===== src/rtl/neural_input_conditioner_pkg.sv =====
// Purpose: shared constants and helpers for the neural SoC input conditioner.
// Latency: n/a (package only).
// Backpressure: n/a (package only).
package neural_io_pkg;

    localparam int   NUM_KEYS_DEF        = 4;
    localparam int   NUM_SW_DEF          = 8;

    // Electrical idle level of each input family: keys are active-low, so an
    // untouched key reads 1; switches power up in the off (0) position.
    localparam logic KEY_IDLE            = 1'b1;
    localparam logic SW_IDLE             = 1'b0;

    // 10 ms debounce and 1 s long-press at a 50 MHz clock.
    localparam int   DEBOUNCE_CYCLES_DEF = 500000;
    localparam int   HOLD_CYCLES_DEF     = 50000000;

    // Ceiling log2 with a floor of 1 so a counter is never zero bits wide.
    function automatic int clog2(input int value);
        int result;
        result = 0;
        for (int v = value - 1; v > 0; v = v >>> 1) begin
            result = result + 1;
        end
        return (result < 1) ? 1 : result;
    endfunction

endpackage


===== src/rtl/neural_debounce_bit.sv =====
// Purpose: two-flop synchroniser plus stability counter for one raw input bit.
// Latency: raw change first sampled at edge E appears on level at edge E+1+DEBOUNCE_CYCLES.
// Backpressure: none; free-running level output with next-edge change strobes.
//
// Ports:
//   clk     system clock
//   rst     synchronous active-high reset
//   raw_in  asynchronous raw input bit
//   level   debounced level (registered)
//   rise    combinational strobe: level goes 0->1 on the coming edge
//   fall    combinational strobe: level goes 1->0 on the coming edge
module neural_debounce_bit
    import neural_io_pkg::*;
#(
    parameter int   DEBOUNCE_CYCLES = DEBOUNCE_CYCLES_DEF,
    parameter logic IDLE            = SW_IDLE
) (
    input  logic clk,
    input  logic rst,
    input  logic raw_in,
    output logic level,
    output logic rise,
    output logic fall
);

    localparam int               CNT_W    = clog2(DEBOUNCE_CYCLES + 1);
    localparam logic [CNT_W-1:0] CNT_LAST = CNT_W'(DEBOUNCE_CYCLES - 1);

    logic             sync1_q, sync1_d;
    logic             sync2_q, sync2_d;
    logic             level_q, level_d;
    logic [CNT_W-1:0] cnt_q,   cnt_d;
    logic             accept;

    always_comb begin
        sync1_d = raw_in;
        sync2_d = sync1_q;
        level_d = level_q;
        cnt_d   = cnt_q;
        accept  = 1'b0;
        if (sync2_q == level_q) begin
            // Any sample agreeing with the current level restarts the count,
            // which is what swallows bounces shorter than the window.
            cnt_d = '0;
        end else if (cnt_q == CNT_LAST) begin
            accept  = 1'b1;
            level_d = sync2_q;
            cnt_d   = '0;
        end else begin
            cnt_d = cnt_q + 1'b1;
        end
    end

    always_ff @(posedge clk) begin
        if (rst) begin
            sync1_q <= IDLE;
            sync2_q <= IDLE;
            level_q <= IDLE;
            cnt_q   <= '0;
        end else begin
            sync1_q <= sync1_d;
            sync2_q <= sync2_d;
            level_q <= level_d;
            cnt_q   <= cnt_d;
        end
    end

    assign level = level_q;

    // Strobes are exposed unregistered so the parent can register its pulses
    // and clear hold state on the very edge the level changes. Masked in reset
    // so no pulse can be captured on a reset edge.
    assign rise = accept & sync2_q  & ~rst;
    assign fall = accept & ~sync2_q & ~rst;

endmodule


===== src/rtl/neural_input_conditioner.sv =====
// Purpose: debounce board keys/switches and derive press/release/change pulses and long-press hold.
// Latency: level and pulses update DEBOUNCE_CYCLES+1 edges after a clean raw change is first sampled.
// Backpressure: none; outputs are free-running levels and single-cycle pulses.
//
// Ports:
//   clk_clk      system clock (SoC domain)
//   reset_reset  synchronous active-high reset
//   key_raw_n    raw active-low pushbuttons (async)
//   sw_raw       raw slide switches (async)
//   key_level    debounced keys, active-low (to key_wire_export)
//   key_press    1-cycle pulse per key on debounced 1->0
//   key_release  1-cycle pulse per key on debounced 0->1
//   key_hold     high while a key has been pressed >= HOLD_CYCLES
//   sw_level     debounced switches (to switch_wire_export)
//   sw_change    1-cycle pulse when any sw_level bit changes
module neural_input_conditioner
    import neural_io_pkg::*;
#(
    parameter int DEBOUNCE_CYCLES = DEBOUNCE_CYCLES_DEF,
    parameter int HOLD_CYCLES     = HOLD_CYCLES_DEF,
    parameter int NUM_KEYS        = NUM_KEYS_DEF,
    parameter int NUM_SW          = NUM_SW_DEF
) (
    input  logic                clk_clk,
    input  logic                reset_reset,
    input  logic [NUM_KEYS-1:0] key_raw_n,
    input  logic [NUM_SW-1:0]   sw_raw,
    output logic [NUM_KEYS-1:0] key_level,
    output logic [NUM_KEYS-1:0] key_press,
    output logic [NUM_KEYS-1:0] key_release,
    output logic [NUM_KEYS-1:0] key_hold,
    output logic [NUM_SW-1:0]   sw_level,
    output logic                sw_change
);

    localparam int                HCNT_W   = clog2(HOLD_CYCLES + 1);
    localparam logic [HCNT_W-1:0] HOLD_MAX = HCNT_W'(HOLD_CYCLES);

    logic [NUM_KEYS-1:0] key_rise, key_fall;
    logic [NUM_SW-1:0]   sw_rise,  sw_fall;

    logic [HCNT_W-1:0]   hcnt_q [NUM_KEYS];
    logic [HCNT_W-1:0]   hcnt_d [NUM_KEYS];
    logic [NUM_KEYS-1:0] key_hold_q,    key_hold_d;
    logic [NUM_KEYS-1:0] key_press_q,   key_press_d;
    logic [NUM_KEYS-1:0] key_release_q, key_release_d;
    logic                sw_change_q,   sw_change_d;

    for (genvar gi = 0; gi < NUM_KEYS; gi++) begin : g_key
        neural_debounce_bit #(
            .DEBOUNCE_CYCLES (DEBOUNCE_CYCLES),
            .IDLE            (KEY_IDLE)
        ) u_db (
            .clk    (clk_clk),
            .rst    (reset_reset),
            .raw_in (key_raw_n[gi]),
            .level  (key_level[gi]),
            .rise   (key_rise[gi]),
            .fall   (key_fall[gi])
        );
    end

    for (genvar gs = 0; gs < NUM_SW; gs++) begin : g_sw
        neural_debounce_bit #(
            .DEBOUNCE_CYCLES (DEBOUNCE_CYCLES),
            .IDLE            (SW_IDLE)
        ) u_db (
            .clk    (clk_clk),
            .rst    (reset_reset),
            .raw_in (sw_raw[gs]),
            .level  (sw_level[gs]),
            .rise   (sw_rise[gs]),
            .fall   (sw_fall[gs])
        );
    end

    always_comb begin
        // Keys are active-low: a debounced fall is a press, a rise a release.
        key_press_d   = key_fall;
        key_release_d = key_rise;
        // Bits accepted on the same edge merge into one pulse.
        sw_change_d   = |(sw_rise | sw_fall);
        key_hold_d    = '0;
        for (int i = 0; i < NUM_KEYS; i++) begin
            hcnt_d[i] = hcnt_q[i];
            if (key_rise[i]) begin
                // Release clears on the same edge as key_release.
                hcnt_d[i] = '0;
            end else if (!key_level[i] && (hcnt_q[i] < HOLD_MAX)) begin
                // key_level is still 1 on the press edge itself, so counting
                // starts the edge after; hold lands HOLD_CYCLES edges after press.
                hcnt_d[i] = hcnt_q[i] + 1'b1;
            end
            key_hold_d[i] = (hcnt_d[i] == HOLD_MAX);
        end
    end

    always_ff @(posedge clk_clk) begin
        if (reset_reset) begin
            for (int i = 0; i < NUM_KEYS; i++) begin
                hcnt_q[i] <= '0;
            end
            key_hold_q    <= '0;
            key_press_q   <= '0;
            key_release_q <= '0;
            sw_change_q   <= 1'b0;
        end else begin
            for (int i = 0; i < NUM_KEYS; i++) begin
                hcnt_q[i] <= hcnt_d[i];
            end
            key_hold_q    <= key_hold_d;
            key_press_q   <= key_press_d;
            key_release_q <= key_release_d;
            sw_change_q   <= sw_change_d;
        end
    end

    assign key_press   = key_press_q;
    assign key_release = key_release_q;
    assign key_hold    = key_hold_q;
    assign sw_change   = sw_change_q;

endmodule


===== config.mk =====
export PLATFORM = sky130hd
export DESIGN_NAME = neural_input_conditioner
export DESIGN_NICKNAME = d
export VERILOG_FILES = /design/src/rtl/neural_input_conditioner_pkg.sv /design/src/rtl/neural_debounce_bit.sv /design/src/rtl/neural_input_conditioner.sv
export SDC_FILE = /design/constraint.sdc
export NUM_CORES = 1
export LEC_CHECK = 0
export ABC_CLOCK_PERIOD_IN_PS = 5950
export BUFFER_PORTS_ARGS = -buffer_cell sky130_fd_sc_hd__buf_2
export CAP_MARGIN = 20
export CORE_UTILIZATION = 40
export DETAILED_ROUTE_END_ITERATION = 7
export SETUP_SLACK_MARGIN = 0.4
export SLEW_MARGIN = 15
export SYNTH_ARGS = -nofsm -noshare
export SYNTH_HDL_FRONTEND = slang
export SYNTH_SLANG_ARGS = --single-unit

===== constraint.sdc =====
create_clock -name clk_clk -period 5.95 [get_ports clk_clk]
set_input_delay 0.8925 -clock clk_clk [delete_from_list [all_inputs] [get_ports clk_clk]]
set_output_delay 0.8925 -clock clk_clk [all_outputs]
set_load 0.02 [all_outputs]

# After elaboration in Yosys (flattened, before gate mapping)
# Memory sizes are Yosys's and may differ from the RTL's.
# Cells that the tools add are included.
[totals] regBits=277 ram_bits=104 in_bits=14 output_inout_bits=25 elab_cells=251 mem_count=1
[classes] n_addsub=16 n_lt_le_gt_ge=4 eq_ne=28 muxes=39 bitwise=78 n_reduce_logical=33
[memory_table] name="hcnt_q" words=4 word_bits=26 read_ports=4 rd_clocked_by_memory_dff=0 write_ports=4 line_no="neural_input_conditioner.sv:42" rtl="logic [HCNT_W-1:0] hcnt_q [NUM_KEYS];"
[ops] operator="$mux W26" count=12
[ops] operator="$add A19 B1 Y19 const B" count=12
[ops] operator="$eq A19 B19 Y1 const B" count=12
[ops] operator="$add A26 B1 Y26 const B" count=4
[ops] operator="$eq A26 B26 Y1 const B" count=4
[ops] operator="$lt A26 B26 Y1 const B" count=4
[ops] operator="$and A1 B1 Y1" count=48
[ops] operator="$reduce_or A3 Y1" count=12
[ops] operator="$mux W1" count=27
[ops] operator="$not A1 Y1" count=25
[ops] operator="$reduce_and A2 Y1" count=12
[ops] operator="$eq A1 B1 Y1" count=12
[ops] operator="$or A8 B8 Y8" count=1
[ops] operator="$reduce_or A8 Y1" count=1
[ops] operator="$logic_and A1 B1 Y1" count=4
[ops] operator="$logic_not A1 Y1" count=4
[ops] operator="$or A1 B1 Y1" count=4

# Logic depth before layout (Yosys ltp)
[depth] depth_word=7 depth_mapped=11 mapped_depth_nobuf=10

# Modules after synthesis
# From an unflattened synthesis, not the netlist that was laid out.
[unflattened] cells_unflattened=2174 area_unflattened_um2=19230.9
[modules_own_cells] mod="neural_debounce_bit at g_sw[0].u_db ..." n_inst=8 cells_each=111 area_each_um2=1036.0 seq_area_each_um2=440.4
[modules_own_cells] mod="neural_input_conditioner" n_inst=1 cells_each=842 area_each_um2=6874.1 seq_area_each_um2=2342.2
[modules_own_cells] mod="neural_debounce_bit at g_key[0].u_db ..." n_inst=4 cells_each=111 area_each_um2=1017.2 seq_area_each_um2=440.4

# Least setup slack after synthesis
# Ideal clock, no wire load.
[synth_timing] path_type="input to register" startpoint="in reset_reset" endpoint="reg g_sw[2].u_db.cnt_q[10]" setup_ps=65 arrival_ps=2632 required_ps=5885 slack_ps=3253 stages=7 n_path_buf=4 path_cell_list="clkdlybuf4s50_2 > clkbuf_1 > or2_2 > or2_2 > clkbuf_1 > clkbuf_1 > nor2_1"
[synth_between] elab_chain_cells=1
[synth_rtl] element="start: declaration" line_no="neural_input_conditioner.sv:25" rtl="input logic reset_reset,"
[synth_rtl] element="$reduce_or A3 Y1 (no line)"
[synth_rtl] element="end signal: assignment" line_no="neural_debounce_bit.sv:64" rtl="cnt_q <= cnt_d;"
[synth_rtl] element="end: declaration" line_no="neural_debounce_bit.sv:32" rtl="logic [CNT_W-1:0] cnt_q, cnt_d;"
# Every way passes these cells.
# A chain may end at the register's enable or synchronous reset.

==> impl_metrics.json <==
{
  "io_buffers": 38,
  "finalSetupViolations": 0,
  "endpoint_kind": "register",
  "synth_edf_count": 0,
  "critical_path_depth": 8,
  "grt_pass1_wl_um": 58000,
  "synthArstFlopShare": 0,
  "fp.dieH_um": 211,
  "hold_path_depth": 1,
  "min_period_over_period": 0.519,
  "tns_ns": 0,
  "dr.pass1.iters": 5,
  "cp_max_fo": 11,
  "rsz0062_at_grt": "false",
  "die_area_um2": 44400,
  "grt_use_total": 0.153,
  "drtAntennaViolNets": 0,
  "start_util": 0.405,
  "diodes": 0,
  "routed_wl_um": 33100,
  "cts_root_buffer": "clkbuf_16",
  "syn_avg_cell_area_um2": 8.47,
  "yosys_warnings": 0,
  "power_w": 0.00524,
  "period_needed_ns": 3.09,
  "ios": 39,
  "crit_type": "register to register",
  "max-slew-margin-rel": 0.369,
  "tritoncts": "done",
  "gr-total-overflow": 0,
  "netlist_area_um2": 17400,
  "startpoint_type": "register",
  "synth_area_leaders": "dfxtp_1 (44%), nor2_1 (8.8%), xor2_1 (8.5%)",
  "syn-instance-count": 2057,
  "worst_pin_slew_ns": 0.942,
  "max_freq_mhz": 324,
  "fill_cells": 4188,
  "gp_congestion": 0.849,
  "first_global_vias": 12600,
  "numCtsBuffers": 44,
  "fin_skew_ns": 0.0158,
  "hold_viol_final": 0,
  "cp_top_family": "compound AO/OA/AOI/OAI gates",
  "required_ns": 6.40,
  "routed_via_density": 5.00,
  "drive_above_1_share": 0.0791,
  "num_rows": 76,
  "cts.sinks": 381,
  "ys_seq_area_frac": 0.438,
  "r2r_slack_ns": 2.86,
  "hp-class": "register to register",
  "fin_nets": 2096,
  "holdPathEnd": "g_key[2].u_db.sync2_q$_SDFF_PP1_",
  "clkSlewWorstSetupHoldPaths_ns": 0.05,
  "rr_startpoint": "hcnt_q[1][11]$_SDFF_PP0_",
  "powerDensity_nw_per_um2": 270,
  "drc_errors": 0,
  "r2r_end": "key_hold[1]$_SDFF_PP0_",
  "synth_top_area_frac": 0.438,
  "r2r_cells": 8,
  "area_growth_pct": 11.5,
  "synthTopCellsByCount": "nor2_1 (406), dfxtp_1 (381), nand2_1 (169), xor2_1 (169), nand3_1 (142)",
  "synth-seq-cells": 381,
  "dp_hpwl_um": 22700,
  "worstPathCellList": "nor3_2, a21oi_1, o211ai_1, nand4_1, a21oi_1, a31oi_1, or4_1, a2111oi_2",
  "vias": 13400,
  "grt_max_degree": 44,
  "slowest_delay_ns": 0.75,
  "ctsHoldBuffers": 0,
  "synth.net_count": 2087,
  "hold_path_startpoint": "g_key[2].u_db.sync1_q$_SDFF_PP1_",
  "ir_worst_vdd_mv": 0.199,
  "die-width_um": 211,
  "core_area_um2": 43000,
  "cpMostUsedCell": "a21oi_1",
  "antenna_found_initial": 0,
  "cp_slowest_cell": "o211ai_1",
  "synth_area_leader_cell": "dfxtp_1",
  "run_status": "finished clean",
  "cts_resized": 0,
  "clock_path_buffers": 3,
  "maxCapViolCount": 0,
  "post-cts-setup-buffer-count": 0,
  "clk_latency_ns": 0.56,
  "wl_per_cell_um": 12.3,
  "ctsHtreeMaxLevel": 2,
  "critPathBufInv": 0,
  "cp.arrival_ns": 3.54,
  "drv_slew": 0,
  "drt_iter0_drc": 771,
  "leakage_nw": 6.47,
  "yosysMostFrequentCell": "nor2_1",
  "synth_flop_cell": "dfxtp_1",
  "synth_cell_types": 81
}
## cell usage in the layout, fill, tap and decap left out, drive strengths merged, types with 20 or more instances in the layout
| cell | count |
|---|---|
| nand3 | 143 |
| nor3 | 44 |
| and3 | 69 |
| a21oi | 50 |
| clkbuf | 63 |
| or3 | 28 |
| nor2 | 406 |
| xnor2 | 123 |
| nor4 | 28 |
| o21ai | 27 |
| nor2b | 25 |
| inv | 43 |
| buf | 41 |
| dfxtp | 381 |
| or2 | 20 |
| nand4 | 71 |
| nand2 | 169 |
| xor2 | 169 |
## worst reg2reg max path, stage by stage, from the launching register on
cell	delay [ns]
dfxtp_1	0.37
nor3_2	0.19
a21oi_1	0.09
o211ai_1	0.75
nand4_1	0.45
a21oi_1	0.23
a31oi_1	0.06
or4_1	0.55
a2111oi_2	0.29
## where the power goes
part           leakage, nW  switching, W  internal (W)
registers             3.07    0.00000507       0.00256
logic                 2.68     0.0000363     0.0000141
clock network        0.716       0.00103       0.00159
total                 6.47       0.00107       0.00417
## layout make-up
cell class / count / area [µm²] / area share
multi-input combinational: 1557 / 9260 / 0.477
clock buffer: 63 / 1290 / 0.0666
tap: 585 / 732 / 0.0377
sequential: 381 / 7630 / 0.393
timing repair buffer: 41 / 213 / 0.0110
clock inverter: 15 / 133 / 0.00683
inverter: 41 / 154 / 0.00793
## registers in the layout (all words and copies together) (netlist names), 4 cells and up
| register | flops |
|---|---|
| key_hold | 4 |
| g_key.u_db.sync1_q | 4 |
| key_release | 4 |
| g_key.u_db.cnt_q | 76 |
| g_sw.u_db.sync1_q | 8 |
| key_press | 4 |
| g_sw.u_db.level | 8 |
| g_sw.u_db.sync2_q | 8 |
| g_key.u_db.level | 4 |
| hcnt_q | 104 |
| g_sw.u_db.cnt_q | 152 |
| g_key.u_db.sync2_q | 4 |
## worst max-delay path by stage
stage                     slack [ns]                      from                                end
after floorplan                 3.25               reset_reset  g_sw[2].u_db.cnt_q[10]$_SDFF_PP0_
after global placement          2.91               reset_reset             key_hold[1]$_SDFF_PP0_
after detailed placement        2.87               reset_reset             key_hold[1]$_SDFF_PP0_
after CTS                       2.89  hcnt_q[1][11]$_SDFF_PP0_             key_hold[1]$_SDFF_PP0_
after global routing            2.60  hcnt_q[1][11]$_SDFF_PP0_             key_hold[1]$_SDFF_PP0_
final                           2.86  hcnt_q[1][11]$_SDFF_PP0_             key_hold[1]$_SDFF_PP0_
## per-layer routing
layer | share of wire | vias to the layer above | track usage | wire length, µm
li1 | - | 7017 | - | -
met1 | 0.51 | 6195 | 0.205 | 16700
met2 | 0.44 | 159 | 0.243 | 14500
met3 | 0.035 | 51 | 0.0259 | 1180
met4 | 0.022 | 0 | 0.0612 | 724
met5 | 0 | - | 0 | 0
## cells by family after synthesis
family,share of synthesized area
adders and majority gates,0.0115
and+or+nand+nor,0.311
muxes,0.00941
DFF,0.438
xor gates and xnor gates,0.147
AOI/OAI and AO/OA,0.0525
buffers and inverters,0.0305
## metrics by stage
step / cells / setup slack, ns / cell area, µm² / utilization / hold slack (ns)
floorplan: 2057 / 3.25 / 17400 / - / 0.389
global placement: 2605 / 2.91 / 18000 / 0.418 / 0.393
detailed placement: 2605 / 2.87 / 18000 / 0.418 / 0.398
CTS: 2683 / 2.89 / 19400 / 0.452 / 0.413
global route: 2683 / 2.60 / 19400 / 0.452 / 0.433
finish: 2683 / 2.86 / 19400 / 0.452 / 0.409
(Power assumes the default switching activity.)
